<file path="config.mk">
export PLATFORM = sky130hd
export DESIGN_NAME = qspi_req_arb
export DESIGN_NICKNAME = d
export VERILOG_FILES = /design/src/rtl/qspi_req_arb.sv
export SDC_FILE = /design/constraint.sdc
export NUM_CORES = 1
export LEC_CHECK = 0
export CAP_MARGIN = 20
export CELL_PAD_IN_SITES_DETAIL_PLACEMENT = 1
export CELL_PAD_IN_SITES_GLOBAL_PLACEMENT = 1
export CORE_MARGIN = 2
export CORE_UTILIZATION = 30
export DETAILED_ROUTE_END_ITERATION = 10
export GPL_TIMING_DRIVEN = 1
export PLACE_DENSITY = 0.92
export SLEW_MARGIN = 20
export SYNTH_ARGS = -nofsm -noshare
export SYNTH_HDL_FRONTEND = slang
export SYNTH_SLANG_ARGS = --single-unit
</file>
<file path="constraint.sdc">
create_clock -name clk -period 2.1 [get_ports clk]
set_clock_uncertainty 0.05 [all_clocks]
set_input_delay 0.21 -clock clk [delete_from_list [all_inputs] [get_ports clk]]
set_output_delay 0.21 -clock clk [all_outputs]
set_load 0.01 [all_outputs]
</file>
<file path="src/rtl/qspi_req_arb.sv">
// rtl/qspi_req_arb.sv - arbiter between instruction-fetch and data ports onto one QSPI read/write interface
module qspi_req_arb #(
  parameter int ARB_MODE = 0
) (
  input  logic        clk,
  input  logic        rst_n,
  input  logic        i_req,
  input  logic [31:0] i_adr,
  output logic        i_ack,
  output logic [31:0] i_rdata,
  input  logic        d_rd_req,
  input  logic        d_wr_req,
  input  logic        d_w,
  input  logic        d_hw,
  input  logic [31:0] d_adr,
  input  logic [31:0] d_wdata,
  output logic        d_ack,
  output logic [31:0] d_rdata,
  output logic        q_read_req,
  output logic        q_read_w,
  output logic        q_read_hw,
  output logic [31:0] q_read_adr,
  input  logic        q_read_valid,
  input  logic [31:0] q_read_data,
  output logic        q_write_req,
  output logic        q_write_w,
  output logic        q_write_hw,
  output logic [31:0] q_write_adr,
  output logic [31:0] q_write_data,
  input  logic        q_write_finish,
  output logic        busy
);

  typedef enum logic [2:0] {
    IDLE    = 3'd0,
    ISSUE   = 3'd1,
    WAIT_RD = 3'd2,
    WAIT_WR = 3'd3,
    ACK     = 3'd4
  } state_t;

  state_t      state_q, state_d;
  logic        win_i_q, win_i_d;
  logic        wr_q, wr_d;
  logic        last_i_q, last_i_d;
  logic        w_q, w_d;
  logic        hw_q, hw_d;
  logic [31:0] adr_q, adr_d;
  logic [31:0] wdata_q, wdata_d;
  logic [31:0] i_rdata_q, i_rdata_d;
  logic [31:0] d_rdata_q, d_rdata_d;

  logic        d_req;
  logic        grant_i;

  assign d_req = d_rd_req | d_wr_req;

  // Round-robin: on a tie the port that did not win last time goes first.
  always_comb begin
    grant_i = 1'b0;
    if (ARB_MODE == 1) begin
      grant_i = i_req;
    end else begin
      grant_i = i_req & (~d_req | ~last_i_q);
    end
  end

  always_comb begin
    state_d   = state_q;
    win_i_d   = win_i_q;
    wr_d      = wr_q;
    last_i_d  = last_i_q;
    w_d       = w_q;
    hw_d      = hw_q;
    adr_d     = adr_q;
    wdata_d   = wdata_q;
    i_rdata_d = i_rdata_q;
    d_rdata_d = d_rdata_q;

    case (state_q)
      IDLE: begin
        if (i_req | d_req) begin
          state_d = ISSUE;
          if (grant_i) begin
            win_i_d  = 1'b1;
            wr_d     = 1'b0;
            w_d      = 1'b1;
            hw_d     = 1'b0;
            adr_d    = i_adr;
            wdata_d  = 32'h0;
            last_i_d = 1'b1;
          end else begin
            // A pending read is served before a simultaneous write.
            win_i_d  = 1'b0;
            wr_d     = ~d_rd_req;
            w_d      = d_w;
            hw_d     = d_hw;
            adr_d    = d_adr;
            wdata_d  = d_wdata;
            last_i_d = 1'b0;
          end
        end
      end
      ISSUE: begin
        state_d = wr_q ? WAIT_WR : WAIT_RD;
      end
      WAIT_RD: begin
        if (q_read_valid) begin
          state_d = ACK;
          if (win_i_q) begin
            i_rdata_d = q_read_data;
          end else begin
            d_rdata_d = q_read_data;
          end
        end
      end
      WAIT_WR: begin
        if (q_write_finish) begin
          state_d = ACK;
        end
      end
      ACK: begin
        state_d = IDLE;
      end
      default: begin
        state_d = IDLE;
      end
    endcase
  end

  always_ff @(posedge clk or negedge rst_n) begin
    if (!rst_n) begin
      state_q   <= IDLE;
      win_i_q   <= 1'b0;
      wr_q      <= 1'b0;
      last_i_q  <= 1'b0;
      w_q       <= 1'b0;
      hw_q      <= 1'b0;
      adr_q     <= 32'h0;
      wdata_q   <= 32'h0;
      i_rdata_q <= 32'h0;
      d_rdata_q <= 32'h0;
    end else begin
      state_q   <= state_d;
      win_i_q   <= win_i_d;
      wr_q      <= wr_d;
      last_i_q  <= last_i_d;
      w_q       <= w_d;
      hw_q      <= hw_d;
      adr_q     <= adr_d;
      wdata_q   <= wdata_d;
      i_rdata_q <= i_rdata_d;
      d_rdata_q <= d_rdata_d;
    end
  end

  assign q_read_req   = (state_q == ISSUE) & ~wr_q;
  assign q_write_req  = (state_q == ISSUE) & wr_q;
  assign q_read_w     = w_q;
  assign q_read_hw    = hw_q;
  assign q_read_adr   = adr_q;
  assign q_write_w    = w_q;
  assign q_write_hw   = hw_q;
  assign q_write_adr  = adr_q;
  assign q_write_data = wdata_q;

  assign i_ack   = (state_q == ACK) & win_i_q;
  assign d_ack   = (state_q == ACK) & ~win_i_q;
  assign i_rdata = i_rdata_q;
  assign d_rdata = d_rdata_q;
  assign busy    = (state_q != IDLE);

endmodule

</file>
==> key figures, run 1 <==
STA
  – Unrepaired setup endpoints after global routing: no
  – Slew headroom: 72.38%
  – Final Hold Fails: 0
  – Setup violations, final: 0
  – Worst slew pin tran: 0.4143 ns
  – Final worst path period share: 96.69%
  – Hold Worst Slack: 0.2432 ns
  – Setup TNS: 0 ns
  – Crit path time final: 2.030 ns
  – Max Freq: 492.5 MHz
  – Final-report max-slew violation count: 0

Drt
  – Vias per cell: 4.906
  – DRT iter0 DRCs: 146
  – Drt drc: 0
  – Final ANT Viol Nets: 0
  – Vias: 4955
  – DRT Pass-1 Iters: 4
  – Final wirelength: 20510 um
  – Drt wl/cell: 20.31 um

Floorplan
  – Core Box Area: 0.01889 mm2
  – Initial core utilization: 30.86%
  – Die ar.: 0.02057 mm2
  – Die width: 143.4 um
  – Io pins: 306
  – Row cnt: 50
  – Die Y: 143.4 um

Synthesis
  – EDFF count, synth: 0
  – Register area share after synthesis: 57.94%
  – Mapped Nets: 606
  – Mapped cell area: 0.005831 mm2
  – Primary FF master, synth: dfrtp_1
  – Syn Area/Cell: 12.43 um2
  – Synth area leader: dfrtp_1
  – Area contributors post-synth: dfrtp_1 (58%), mux2_2 (11%), a22o_1 (5.1%)
  – Number of synthesized register bits: 135
  – Cells after Synth: 469
  – Share of the synthesized area in the top cell type: 57.94%
  – Ys Warns: 0
  – Post-synth ARST share: 100.0%
  – Yosys cell types: 32

CTS
  – CTS max path bufs: 2
  – Clock slew at reported path FFs: 0.06 ns
  – Clock Sinks: 135
  – H-tree depth: 4
  – TritonCTS Buffers: 17
  – Worst-Skew Late Latency: 0.41 ns
  – CTS tree: built
  – CTS root buf: clkbuf_16

Worst setup path
  – Worst reg2reg setup slack: 0.21 ns
  – R2R depth: 6
  – Worst flop-to-flop path endpoint: q_write_data[12]
  – Crit path required time: 1.84 ns
  – Crit end category: output pin
  – Maximum net fanout on the critical path: 10
  – Crit path from: state_q[0]
  – Worst R2R Start: state_q[0]
  – Critical path class: reg -> out
  – Data arrival, critical path: 1.77 ns
  – CP startpoint kind: flip-flop

Power
  – Pleak: 3.958 nW
  – Total power: 15.27 mW
  – Power Density: 1592 mW/mm2
  – Peak VDD IR: 0.0006413 V

Layout
  – Final Cell Area: 0.009594 mm2
  – Fin nets: 874
  – Area Growth Syn to Fin: 64.55%
  – Antenna diodes: 0
  – Ratio of cells with drive above 1 in the final layout: 15.20%
  – Final cell count without fillers: 1010

Job
  – MaxCap Viol Count: 0

GRT
  – Vias in the first global route: 5219
  – Initial antenna violation count: 0
  – Global-route wire length before repair: 30350 um
  – Largest net degree at the start of global routing: 54
  – Tot GR Track Use: 19.46%
  – Gr ovfl total: 0

Hold path
  – Hold WC Path Type: in -> async

Placement
  – Placed Cells: 976
  – Placed wire-length estimate: 15000 um
  – GP Congestion: 0.8222
  – Port bufs: 305
  – Placement Cell Area: 0.008926 mm2

Outcome
  – Status: complete, no violations
[metrics by stage]
stage / worst slack, ns / util (%)
floorplan: 0.4065 / -
global placement: 0.1380 / 47.25
detailed placement: 0.05508 / 47.25
CTS: 0.03995 / 50.78
global route: 0.005821 / 50.78
finish: 0.06958 / 50.78
[metal layers]
metal  up-vias  track usage [%]  wire length (um)
met4         0            7.327               502
met5         -                0                 0
met1      2484            22.86              7995
li1       2212                -                 -
met3        29            5.498              1605
met2       230            33.78             10410
[synthesized netlist by cell type (2+ instances only)]
library cell    n
dfrtp_1       135
mux2_2         57
buf_4          35
a22o_1         34
a21oi_1        33
a31oi_1        32
nand3_1        32
o21ai_0        32
clkbuf_1       18
buf_6          14
buf_2           8
mux2_1          7
inv_1           5
nand2_1         5
nor2_1          3
and2_1          2
and3_1          2
[worst max path at each step]
| stage | to | slack, ns |
|---|---|---|
| 2_1_floorplan | d_rdata[11] | 0.41 |
| 3_3_place_gp | d_rdata[16] | 0.14 |
| 3_5_place_dp | d_rdata[18] | 0.06 |
| 4_1_cts | busy | 0.04 |
| 5_1_grt | busy | 0.006 |
| 6_report | busy | 0.07 |
[logic make-up after synthesis]
logic type             after synthesis  synth area share, %
AO/OA/AOI/OAI                      138                15.09
flip-flops                         135                57.94
buffers and inverters               80                9.378
multiplexers                        65                12.53
AND/OR/NAND/NOR                     51                5.064
[worst max-delay path, stage by stage (launching register included)]
cell	delay, ns
dfrtp_2	0.50
nor3_4	0.24
inv_1	0.08
clkdlybuf4s50_1	0.55
[layout make-up]
class / instances / area [um2]
Multi-Input combinational cell: 254 / 1912
Fill cell: 1983 / 9299
Clock inverter: 14 / 221.5
Timing Repair Buffer: 324 / 3307
Sequential cell: 135 / 3381
Tap cell: 260 / 325.3
Clock buffer: 18 / 429.2
Inverter: 5 / 18.77
[state kept, by name (all words and copies together), names as in the netlist]
signal        flops
d_rdata          32
i_rdata          32
last_i_q          1
q_read_adr       32
q_read_hw         1
q_read_w          1
q_write_data     32
state_q           3
wr_q              1
[cell usage in the layout (no fill, tap or decap), types with 2 or more instances in the layout]
cell type	Yosys	final
buf_12	0	9
nor2_1	3	2
mux2_2	57	57
inv_6	0	2
and3_1	2	2
dlygate4sd2_1	0	4
and2_1	2	2
inv_1	5	5
clkinvlp_4	0	2
o21ai_0	32	32
clkinv_4	0	2
bufinv_16	0	5
clkbuf_16	0	17
a21oi_1	33	33
mux2_1	7	7
clkdlybuf4s50_1	0	300
a22o_1	34	34
a31oi_1	32	32
nand2_1	5	5
dfrtp_2	0	2
nand3_1	32	32
buf_4	35	9
clkinv_2	0	2
dfrtp_1	135	133
[repair_timing]
action                                  in CTS  in global routing
endpoints found under the setup margin       5                  0
hold endpoints to repair                    39                  0
hold buffers                                 1                  0
resized for setup                            7                  0
setup buffers                                1                  0
[report_power, final]
group	switching (mW)	internal [mW]
clock	1.19	2.12
sequential	0.958	3.86
combinational	2.98	4.16
total	5.13	10.1
(Power assumes the default switching activity.)
==> run 2, diff against run 1 <==
--- a/config.mk
+++ b/config.mk
@@ -14,2 +14,3 @@
 export GPL_TIMING_DRIVEN = 1
+export HOLD_SLACK_MARGIN = 0.02
 export PLACE_DENSITY = 0.92
--- a/constraint.sdc
+++ b/constraint.sdc
@@ -4,2 +4,2 @@
 set_output_delay 0.21 -clock clk [all_outputs]
-set_load 0.01 [all_outputs]
+set_load 0.05 [all_outputs]
==> run 2 against run 1 <==
Net effect: power increased by 31%; cell area about the same; wire length decreased by 2.9%; largest power group unchanged.
==> key figures, run 2 (synthesized netlist as in run 1, its figures left out) <==
Outcome
  – Status: complete, no violations

STA
  – Final worst path period share: 92.51% (-4.2 points)
  – Slew headroom: 61.70% (-11 points)
  – Final Hold Fails: 0 (unchanged)
  – Setup violations, final: 0 (unchanged)
  – Unrepaired setup endpoints after global routing: no
  – Final-report max-slew violation count: 0 (unchanged)
  – Max Freq: 514.7 MHz (+4.5%)
  – Worst slew pin tran: 0.5727 ns (+0.1584 ns)
  – Crit path time final: 1.943 ns (-0.08766 ns)
  – PnR worst setup slack: 0.1572 ns (+0.08766 ns)
  – Setup TNS: 0 ns (unchanged)

Floorplan
  – Die width: 143.4 um (unchanged)
  – Initial core utilization: 30.86% (unchanged)
  – Io pins: 306 (unchanged)
  – Core Box Area: 0.01889 mm2 (unchanged)
  – Die ar.: 0.02057 mm2 (unchanged)
  – Die Y: 143.4 um (unchanged)
  – Row cnt: 50 (unchanged)

Placement
  – Placed wire-length estimate: 14630 um (-2.5%)
  – Dpl ws: 0.05332 ns (-0.001764 ns)
  – Port bufs: 305 (unchanged)
  – GP Congestion: 0.8018 (-2.5%)
  – Placement Cell Area: 0.008946 mm2 (+0.22%)

Worst setup path
  – Worst reg2reg setup slack: 0.27 ns (+0.06 ns)
  – Crit path required time: 1.84 ns (about the same)
  – Worst R2R Start: state_q[0]
  – Data arrival, critical path: 1.68 ns (-0.09 ns)
  – Critical path class: reg -> out
  – Critical path cell sequence: buf_4 > nor3_4 > buf_4 > inv_1 > buf_4
  – CP startpoint kind: flip-flop
  – Worst flop-to-flop path endpoint: d_rdata[18]
  – Slowest CP cell: dfrtp_1
  – Maximum net fanout on the critical path: 12 (+2)
  – Crit path largest cell delay: 0.41 ns (-0.14 ns)
  – Crit end category: output pin
  – Crit path top cell by count: buf_4
  – R2R depth: 4 (-2)

Drt
  – Final ANT Viol Nets: 0 (unchanged)
  – Drt wl/cell: 19.72 um (-2.9%)
  – Final wirelength: 19920 um (-2.9%)
  – Drt drc: 0 (unchanged)
  – DRT iter0 DRCs: 189 (+29%)
  – Vias per cell: 4.809 (-2.0%)
  – Vias: 4857 (-2.0%)
  – DRT Pass-1 Iters: 4 (unchanged)

Layout
  – Most common cell after layout, fill and taps aside: clkdlybuf4s50_1
  – Most frequent cells in the layout: clkdlybuf4s50_1 (299), dfrtp_1 (135), mux2_2 (57)
  – Antenna diodes: 0 (unchanged)
  – Fin nets: 875 (+0.11%)
  – Ratio of cells with drive above 1 in the final layout: 15.87% (+0.67 points)
  – Area Growth Syn to Fin: 64.57% (about the same)
  – Final Cell Area: 0.009595 mm2 (about the same)

Power
  – Sw Ratio: 49.44% (+16 points)
  – Power Density: 2080 mW/mm2 (+31%)
  – Total power: 19.95 mW (+31%)
  – Comb pwr share: 60.0% (+13 points)
  – Pleak: 3.952 nW (-0.16%)
  – Total internal power: 10.09 mW (-0.52%)
  – Sequential power share: 23.9% (-7.7 points)
  – Peak VDD IR: 0.001003 V (+56%)
  – Clock power share: 16.1% (-5.6 points)
  – Psw: 9.866 mW (+92%)

CTS
  – Clock Sinks: 135 (unchanged)
  – CTS max path bufs: 2 (unchanged)
  – H-tree depth: 4 (unchanged)
  – CTS tree: built
  – Worst-Skew Late Latency: 0.40 ns (about the same)
  – CTS root buf: clkbuf_16
  – Clock slew at reported path FFs: 0.06 ns (about the same)
  – TritonCTS Buffers: 17 (unchanged)

GRT
  – Gr ovfl total: 0 (unchanged)
  – Global-route wire length before repair: 30080 um (-0.89%)
  – Tot GR Track Use: 19.15% (-0.31 points)
  – Initial antenna violation count: 0 (unchanged)
  – Largest net degree at the start of global routing: 82 (+52%)
  – Vias in the first global route: 5348 (+2.5%)

Job
  – MaxCap Viol Count: 0 (unchanged)

Hold path
  – Hold WC Path Type: in -> async
-- run 2: changes by cell type in the layout (fill, tap and decap cells not counted), moves of 2 or more --
cell	delta
buf_4	+5
dfrtp_1	+2
dfrtp_2	-2
dlygate4sd2_1	-4
inv_6	+2
-- run 2: final cells by class --
cell class,instances,area (um2)
fillers,1977,9298
flip-flops and latches,135,3378
repair buffers,325,3319
multi-input cells,254,1922
clock buffers,18,439.2
well taps,260,325.3
clock inverters,13,192.7
inverters,5,18.77
-- run 2: routing by layer --
metal	global-route usage, %	wire, um	part of all wire [%]	vias up
met5	0	0	0	-
met4	5.624	351	1.8	0
met3	5.798	1537	7.7	21
met2	33.76	10160	51	228
met1	22.45	7867	40	2394
li1	-	-	-	2214
-- run 2: stage by stage --
step / hold WS, ns / util (%) / instances
finish: 0.1347 / 50.79 / 1010
global route: 0.1277 / 50.79 / 1010
CTS: 0.1143 / 50.79 / 1010
detailed placement: -0.02213 / 47.35 / 977
global placement: -0.02348 / 47.35 / 977
floorplan: -0.1356 / - / 469
-- run 2: power groups by stage --
| stage | sequential (mW) | clock, mW | combinational, mW |
|---|---|---|---|
| after detailed placement | 4.79 | 0 | 12.1 |
| after floorplan | 8.69 | 0 | 4.17 |
| after global placement | 4.69 | 0 | 11.8 |
| after CTS | 4.78 | 3.30 | 12.1 |
| final | 4.76 | 3.22 | 12.0 |
| after global routing | 4.92 | 3.42 | 12.5 |
-- run 2: worst max path at each step --
stage          cells past startpoint  slack, ns          start             to
2_1_floorplan                      2       0.27     state_q[0]    q_write_req
3_3_place_gp                       5       0.14   q_read_valid     d_rdata[4]
3_5_place_dp                       5       0.05   q_read_valid    d_rdata[18]
4_1_cts                            1        0.1  q_read_adr[3]  q_read_adr[3]
5_1_grt                            5       0.04     state_q[2]           busy
6_report                           5       0.16     state_q[2]           busy
-- run 2: worst max-delay path, delay by kind of cell (launching register included) --
kind / cells / cell delay, ns
buffers and inverters: 4 / 0.69
DFF: 1 / 0.41
and+or+nand+nor: 1 / 0.18
-- run 2: repair_timing --
action	in CTS	in global routing
endpoints found under the setup margin	1	0
resized for setup	0	0
hold endpoints to repair	135	0
hold buffers	1	0
setup buffers	1	0
==> run 3, diff against run 2 <==
Settings changed: ABC_AREA set to 1, CORE_UTILIZATION 30 to 28, PLACE_DENSITY 0.92 to 0.91.
==> run 3 against run 2 <==
Net effect: fmax increased by 0.46%; clock-buffer cell count did not move; critical path depth decreased by 4; largest cell class unchanged; clock power decreased by 2%; cell area up 3.2%; die area rose by 12%; register-to-register slack better by 0.06 ns; core utilization is 5.1 points lower; first-iteration DRC count increased by 43%; area after synthesis rose by 5.3%.
==> key figures, run 3 <==
Worst setup path
  – Critical path class: reg -> out
  – Worst reg2reg setup slack: 0.33 ns (+0.06 ns)
  – Critical Path Sink: q_write_adr[31]
  – Crit path buf inv count: 1 (-3)
  – R2R depth: 7 (+3)
  – Worst flop-to-flop path endpoint: d_rdata[21]
  – Crit path from: q_read_adr[31]
  – Total stage count of the critical path: 1 (-4)
  – Worst R2R Start: state_q[2]
  – CP startpoint kind: flip-flop
  – Data arrival, critical path: 1.67 ns (about the same)
  – Critical path cell sequence: clkdlybuf4s50_1
  – Crit path largest cell delay: 0.84 ns (+0.43 ns)
  – Slowest CP cell: clkdlybuf4s50_1
  – Crit path required time: 1.84 ns (about the same)
  – Crit end category: output pin
  – Maximum net fanout on the critical path: 3 (-9)
  – CP delay by family, top: buffers and inverters

CTS
  – CTS tree: built
  – CTS root buf: clkbuf_16
  – CTS max path bufs: 2 (unchanged)
  – Clock Sinks: 135 (unchanged)
  – H-tree depth: 4 (unchanged)
  – TritonCTS Buffers: 17 (unchanged)
  – Worst-Skew Late Latency: 0.41 ns (about the same)
  – Post_cts resized: 0 (unchanged)
  – Clock slew at reported path FFs: 0.06 ns (about the same)

Synthesis
  – Post-synth top cells: nand2_1 (236), dfrtp_1 (135), nand3_1 (101), inv_1 (100), o21ai_1 (49)
  – Synth area leader: dfrtp_1
  – Share of the synthesized area in the top cell type: 55.05% (-2.9 points)
  – Mapped Nets: 877 (+45%)
  – Ys Warns: 0 (unchanged)
  – Mapped cell area: 0.006137 mm2 (+5.3%)
  – Post-synth ARST share: 100.0% (unchanged)
  – Most common cell in the netlist: nand2_1
  – Primary FF master, synth: dfrtp_1
  – Yosys cell types: 21 (-34%)
  – Register area share after synthesis: 55.05% (-2.9 points)
  – EDFF count, synth: 0 (unchanged)
  – Area contributors post-synth: dfrtp_1 (55%), nand2_1 (14%), nand3_1 (8.2%)
  – Number of synthesized register bits: 135 (unchanged)
  – Cells after Synth: 740 (+58%)
  – Syn Area/Cell: 8.293 um2 (-33%)

STA
  – Setup violations, final: 0 (unchanged)
  – Final worst path period share: 92.09% (-0.42 points)
  – Final Hold Fails: 0 (unchanged)
  – Slew headroom: 62.51% (+0.81 points)
  – PnR worst setup slack: 0.1661 ns (+0.008839 ns)
  – Crit path time final: 1.934 ns (-0.008839 ns)
  – Final-report max-slew violation count: 0 (unchanged)
  – Worst slew pin tran: 0.5606 ns (-0.01213 ns)
  – Setup TNS: 0 ns (unchanged)
  – Unrepaired setup endpoints after global routing: no
  – Max Freq: 517.1 MHz (+0.46%)

Layout
  – Most frequent cells in the layout: clkdlybuf4s50_1 (299), nand2_1 (236), dfrtp_1 (135)
  – Fin nets: 1142 (+31%)
  – Antenna diodes: 0 (unchanged)
  – Area Growth Syn to Fin: 61.30%
  – FILL cells: 2531 (+28%)
  – Most common cell after layout, fill and taps aside: clkdlybuf4s50_1
  – Final Cell Area: 0.009899 mm2 (+3.2%)
  – Ratio of cells with drive above 1 in the final layout: 6.680% (-9.2 points)

Drt
  – Final wirelength: 21100 um (+6.0%)
  – Drt wl/cell: 16.26 um (-18%)
  – Drt drc: 0 (unchanged)
  – Vias per cell: 4.533 (-5.7%)
  – Final ANT Viol Nets: 0 (unchanged)
  – DRT iter0 DRCs: 271 (+43%)
  – DRT Pass-1 Iters: 4 (unchanged)
  – Vias: 5884 (+21%)

Floorplan
  – Row cnt: 54 (+8.0%)
  – Die ar.: 0.02312 mm2 (+12%)
  – Io pins: 306 (unchanged)
  – Die width: 152.1 um (+6.0%)
  – Core Box Area: 0.02169 mm2 (+15%)
  – Initial core utilization: 28.30% (-2.6 points)
  – Die Y: 152.1 um (+6.0%)

Placement
  – Port bufs: 305 (unchanged)
  – GP Congestion: 0.8257 (+3.0%)
  – Dpl ws: 0.3114 ns (+0.2581 ns)
  – Placed wire-length estimate: 15730 um (+7.5%)
  – Placement Cell Area: 0.009264 mm2 (+3.6%)

Outcome
  – Status: complete, no violations

Hold path
  – Hold WC Path Type: in -> reg

Power
  – Peak VDD IR: 0.001287 V (+28%)
  – Pleak: 4.862 nW (+23%)
  – Power Density: 1980 mW/mm2 (-4.8%)

GRT
  – Gr ovfl total: 0 (unchanged)
  – Global-route wire length before repair: 33710 um (+12%)
  – Tot GR Track Use: 18.18% (-0.96 points)
  – Initial antenna violation count: 0 (unchanged)
  – Vias in the first global route: 6259 (+17%)
  – Largest net degree at the start of global routing: 76 (-7.3%)

Job
  – MaxCap Viol Count: 0 (unchanged)
-- run 3: power breakdown --
| part | switching [mW] | leakage [nW] | total [mW] | internal, mW |
|---|---|---|---|---|
| Combinational | 8.05 | 2.86 | 11.7 | 3.70 |
| Clock | 1.24 | 0.301 | 3.17 | 1.94 |
| Sequential | 0.871 | 1.70 | 4.68 | 3.81 |
-- run 3: worst min-delay path by stage --
stage | depth (start not counted) | start | slack, ns | to
finish | 3 | d_wdata[1] | 0.30 | q_write_data[1]
global route | 3 | d_wdata[4] | 0.30 | q_write_data[4]
CTS | 3 | d_wdata[9] | 0.28 | q_write_data[9]
detailed placement | 2 | rst_n | 0.18 | i_rdata[4]
global placement | 2 | rst_n | 0.18 | i_rdata[4]
floorplan | 0 | rst_n | -0.14 | d_rdata[0]
-- run 3: area by class of cell --
cell class	instances	area [um2]	area share (%)
Sequential cell	135	3378	34.13
Timing Repair Buffer	320	3269	33.03
Multi-Input combinational cell	425	1878	18.97
Clock buffer	18	439.2	4.436
Inverter	106	397.9	4.019
Tap cell	280	350.3	3.539
Clock inverter	14	186.4	1.883
-- run 3: repair_timing --
item                      in CTS  in global routing
hold endpoints to repair     135                  0
setup buffers                  0                  0
hold buffers                   1                  0
-- run 3: kinds of logic after synthesis --
family          count (synthesis)  synth area share, %
compound gates                 69                5.749
buf+inv                       180                14.35
flops                         135                55.05
simple gates                  356                24.85
-- run 3: stage by stage --
| step | total power, mW | hold WS [ns] | util (%) | cells |
|---|---|---|---|---|
| global route | 20.57 | 0.3039 | 45.64 | 1298 |
| global placement | 16.20 | 0.1783 | 42.71 | 1265 |
| CTS | 19.82 | 0.2849 | 45.64 | 1298 |
| detailed placement | 16.52 | 0.1816 | 42.71 | 1265 |
| finish | 19.60 | 0.3042 | 45.64 | 1298 |
| floorplan | 12.58 | -0.1356 | - | 740 |
-- run 3: routing by layer --
| layer | up-vias | share of wire, % | GRT usage, % |
|---|---|---|---|
| met5 | - | 0 | 0 |
| met4 | 0 | 1.3 | 4.940 |
| met3 | 18 | 6.5 | 5.277 |
| met2 | 235 | 49 | 30.82 |
| met1 | 2856 | 43 | 22.72 |
| li1 | 2775 | - | - |
